## src/rtl/seq_comparator.sv

```systemverilog
// Sequential magnitude comparator: compares a and b CHUNK bits per clock, MSB chunk first.
// Define SEQ_COMPARATOR_SIGNED_EN to honour is_signed (two's-complement); otherwise always unsigned.
module seq_comparator #(
    parameter int unsigned WIDTH = 32,
    parameter int unsigned CHUNK = 8
) (
    input  logic             clk,
    input  logic             reset,
    input  logic             start,
    input  logic [WIDTH-1:0] a,
    input  logic [WIDTH-1:0] b,
    input  logic             is_signed,
    output logic             busy,
    output logic             done,
    output logic             is_a_greater,
    output logic             is_a_less,
    output logic             equal
);

    localparam int unsigned N     = WIDTH / CHUNK;
    localparam int unsigned IDX_W = (N > 1) ? $clog2(N) : 1;
    localparam logic [IDX_W-1:0] LAST_IDX = IDX_W'(N - 1);

    typedef enum logic [1:0] {
        IDLE = 2'd0,
        RUN  = 2'd1,
        DONE = 2'd2
    } state_t;

    state_t           state;
    logic [WIDTH-1:0] a_sh;
    logic [WIDTH-1:0] b_sh;
    logic [IDX_W-1:0] idx;
    logic             decided;
    logic             dec_gt;

    logic [CHUNK-1:0] chunk_a;
    logic [CHUNK-1:0] chunk_b;
    logic             sign_flip;
    logic             chunk_gt;
    logic             chunk_lt;

`ifdef SEQ_COMPARATOR_SIGNED_EN
    logic signed_q;
    assign sign_flip = signed_q && (idx == IDX_W'(0));
`else
    logic unused_is_signed;
    assign unused_is_signed = is_signed;
    assign sign_flip        = 1'b0;
`endif

    // Current chunk sits at the top of the shift registers; signed mode biases the sign bit.
    always_comb begin
        chunk_a = a_sh[WIDTH-1 -: CHUNK];
        chunk_b = b_sh[WIDTH-1 -: CHUNK];
        if (sign_flip) begin
            chunk_a[CHUNK-1] = ~chunk_a[CHUNK-1];
            chunk_b[CHUNK-1] = ~chunk_b[CHUNK-1];
        end
        chunk_gt = (chunk_a > chunk_b);
        chunk_lt = (chunk_a < chunk_b);
    end

    always_ff @(posedge clk or posedge reset) begin
        if (reset) begin
            state        <= IDLE;
            a_sh         <= '0;
            b_sh         <= '0;
            idx          <= '0;
            decided      <= 1'b0;
            dec_gt       <= 1'b0;
            busy         <= 1'b0;
            done         <= 1'b0;
            is_a_greater <= 1'b0;
            is_a_less    <= 1'b0;
            equal        <= 1'b0;
`ifdef SEQ_COMPARATOR_SIGNED_EN
            signed_q     <= 1'b0;
`endif
        end else begin
            done <= 1'b0;
            case (state)
                IDLE: begin
                    if (start) begin
                        state   <= RUN;
                        a_sh    <= a;
                        b_sh    <= b;
                        idx     <= '0;
                        decided <= 1'b0;
                        dec_gt  <= 1'b0;
                        busy    <= 1'b1;
`ifdef SEQ_COMPARATOR_SIGNED_EN
                        signed_q <= is_signed;
`endif
                    end
                end
                RUN: begin
                    a_sh <= a_sh << CHUNK;
                    b_sh <= b_sh << CHUNK;
                    // First differing chunk wins; later chunks cannot overturn it.
                    if (!decided && (chunk_gt || chunk_lt)) begin
                        decided <= 1'b1;
                        dec_gt  <= chunk_gt;
                    end
                    if (idx == LAST_IDX) begin
                        state <= DONE;
                        busy  <= 1'b0;
                        done  <= 1'b1;
                        if (decided) begin
                            is_a_greater <= dec_gt;
                            is_a_less    <= ~dec_gt;
                            equal        <= 1'b0;
                        end else begin
                            is_a_greater <= chunk_gt;
                            is_a_less    <= chunk_lt;
                            equal        <= ~(chunk_gt | chunk_lt);
                        end
                    end else begin
                        idx <= idx + IDX_W'(1);
                    end
                end
                DONE: begin
                    state <= IDLE;
                end
                default: begin
                    state <= IDLE;
                    busy  <= 1'b0;
                end
            endcase
        end
    end

endmodule

```

## config.mk

```make
export PLATFORM = sky130hd
export DESIGN_NAME = seq_comparator
export DESIGN_NICKNAME = d
export VERILOG_FILES = /design/src/rtl/seq_comparator.sv
export SDC_FILE = /design/constraint.sdc
export NUM_CORES = 1
export LEC_CHECK = 0
export CAP_MARGIN = 20
export CORE_UTILIZATION = 30
export DETAILED_ROUTE_END_ITERATION = 12
export GPL_ROUTABILITY_DRIVEN = 0
export GPL_TIMING_DRIVEN = 0
export PLACE_DENSITY = 0.64
export SETUP_SLACK_MARGIN = 0.15
export SLEW_MARGIN = 25
export SYNTH_ARGS = -nofsm -noshare
export SYNTH_HDL_FRONTEND = slang
export SYNTH_SLANG_ARGS = --single-unit
export TNS_END_PERCENT = 50
```

## constraint.sdc

```tcl
create_clock -name clk -period 2 [get_ports clk]
set_input_delay 0.3 -clock clk [delete_from_list [all_inputs] [get_ports clk]]
set_output_delay 0.3 -clock clk [all_outputs]
set_load 0.02 [all_outputs]
```

==> metrics <==
outcome complete, no violations; Die W between 100 and 150 um; sequential area share after synthesis between 50% and 60%; CP max FO 10; Pwr Density between 1500 and 2000 nW/um2; share of synthesized registers carrying an async set or reset 100%; post-layout min period roughly 1.7 ns; Total Nets Final 478; Sink Count 75; post-DP HPWL just over 6000 um; Setup Skew between 0.006 and 0.007 ns; Cell Rows 38; vias in the first global route 2,730; WP data arrival about 2.0 ns; relative slew slack a little under three fifths; EDFF count, synth 0; Syn Area/Cell around 11 um2; final worst path period share between 80% and 90%; #FFs+latches synth 75; Synth Cell Area about 3400 um2; area leader, netlist dfrtp_1; largest net degree at the start of global routing 33; Pre-antenna DRT Iters 4; Fillers around 1,100; clock tree buffer depth 2; Routed Antenna Nets 0; first-pass GRT wire length approximately 14,000 um; Die Area 11,900 um2; RSZ-0062 raised after global routing no; top-area cell type share of the netlist area between 50% and 60%; CP required approximately 2.3 ns; Max VDD drop between 500 and 600 uV; Initial Util 31.2%; Synth Flop Type dfrtp_1; final core utilization 43.0%; routed length per placed instance 15.2 um; Inst Count DP 530; CTS tree done; First DRT Iteration DRCs ~100; Final Hold Viols 0; routed wire length 8280 um; LEAKAGE 0.00220 uW; Slew @ Worst Pin 0.655 ns; PostCTS Resize Cnt 1; Critical Path Start Type primary input; pre-CTS WS -0.278 ns; most common cell after layout, fill and taps aside dfrtp_1; Hold Path Class primary input to async pin; Synth Warn # 0; Pins Over Slew Limit 0; chip height ~110 um; H-tree Lvls 3; core area roughly 11,000 um2; nature of the critical path endpoint flop; Num CTS Buffers 9; DRC 0; CTS clk-pin slew, worst paths 0.06 ns; port bufs around 70; Ports 73; gr ovfl total 0; Fin Setup TNS 0 ns; number of setup buffers added after CTS 0; most frequent cells in the layout 75 x dfrtp_1, 71 x clkdlybuf4s50_1, 51 x nand2_1; Max Cap Violations 0; initial antenna violation count 0; post-route insts no fill 546; syn nets between 300 and 400; cell count after synthesis 317; Total Routing Usage GR around 16%; Layout area overhead 37.8%; hold slack 0.299 ns; hold buffers post-CTS 0; FMAX 587 MHz; total number of vias roughly 2,500; Clock Tree Root clkbuf_16; synth top area cells dfrtp_1 55%, mux2i_1 14%, nand2_1 5.6%; Crit Path Class primary input to flop; Antenna Cells 0; endpoints failing setup 0; synth unique cells 34; Skew-Pair Late Insertion Delay approximately 0.33 ns; worst setup margin around 0.30 ns; Vias/cell 4.65; layout cells sized above 1 about a tenth
worst paths after layout:
kind | from | endpoint | slack [ns] | cells after the start
worst max-delay path | start | a_sh[5] | 0.30 | 4
worst min-delay path | reset | a_sh[5] | 0.30 | 2
worst max register to register | state[0] | a_sh[28] | 0.32 | 5
worst min register to register | a_sh[19] | a_sh[19] | 0.48 | 2
max in group asynchronous | reset | b_sh[20] | 1.00 | 4
min in group clk | a_sh[19] | a_sh[19] | 0.48 | 2
power by group:
part / internal (uW) / switching, uW
Combinational: 1330 / 1560
Sequential: 2180 / 372
Clock: 1320 / 618
critical path, cell delays in order:
cell             delay, ns
clkdlybuf4s50_1       0.51
nor3b_4               0.59
buf_2                 0.38
a22o_1                0.19
cell type report:
type | instances | area [um2] | area share, %
well taps | 140 | 175 | 3.69
plain buffers | 19 | 115 | 2.43
repair buffers | 73 | 751 | 15.8
clock inverters | 4 | 95.1 | 2.00
multi-input cells | 207 | 1400 | 29.6
clock buffers | 12 | 267 | 5.62
flip-flops and latches | 75 | 1880 | 39.5
inverters | 16 | 63.8 | 1.34
sequential cells by signal, summed over array words and instances, names as in the netlist, 2 cells and up:
signal  cells
idx         2
a_sh       32
b_sh       32
state       2
synth_stat cells (2+ instances only):
| master | number |
|---|---|
| ha_1 | 9 |
| o31ai_1 | 2 |
| a21oi_1 | 4 |
| o21ai_0 | 31 |
| nor2_1 | 5 |
| buf_4 | 2 |
| buf_2 | 10 |
| mux2i_1 | 48 |
| clkbuf_1 | 3 |
| a22o_1 | 17 |
| buf_6 | 3 |
| dfrtp_1 | 75 |
| nand4_1 | 2 |
| nand2_1 | 51 |
| inv_1 | 16 |
| a21boi_0 | 2 |
| o21ai_1 | 20 |
through the flow:
step,cell area [um2],power (uW)
after global routing,4750,7900
after global placement,4330,5320
final,4750,7370
after CTS,4740,7450
after detailed placement,4370,5470
after floorplan,3450,4610
layer usage:
layer / GRT usage [%] / up-vias / wire [um]
li1: - / 1274 / -
met1: 18.7 / 1194 / 3750
met2: 26.9 / 60 / 3970
met3: 2.93 / 13 / 384
met4: 6.56 / 0 / 176
met5: 0 / - / 0
logic make-up (layout without fill, tap and decap cells):
family                     count (synthesis)  after routing  share of synthesized area, %
muxes                                     49             49                          14.3
buffers and inverters                     35            124                          5.09
and+or+nand+nor                           66             66                          8.07
AOI/OAI and AO/OA                         83             83                          14.8
DFF                                       75             75                          54.5
adders and majority gates                  9              9                          3.27
(Power assumes the default switching activity.)
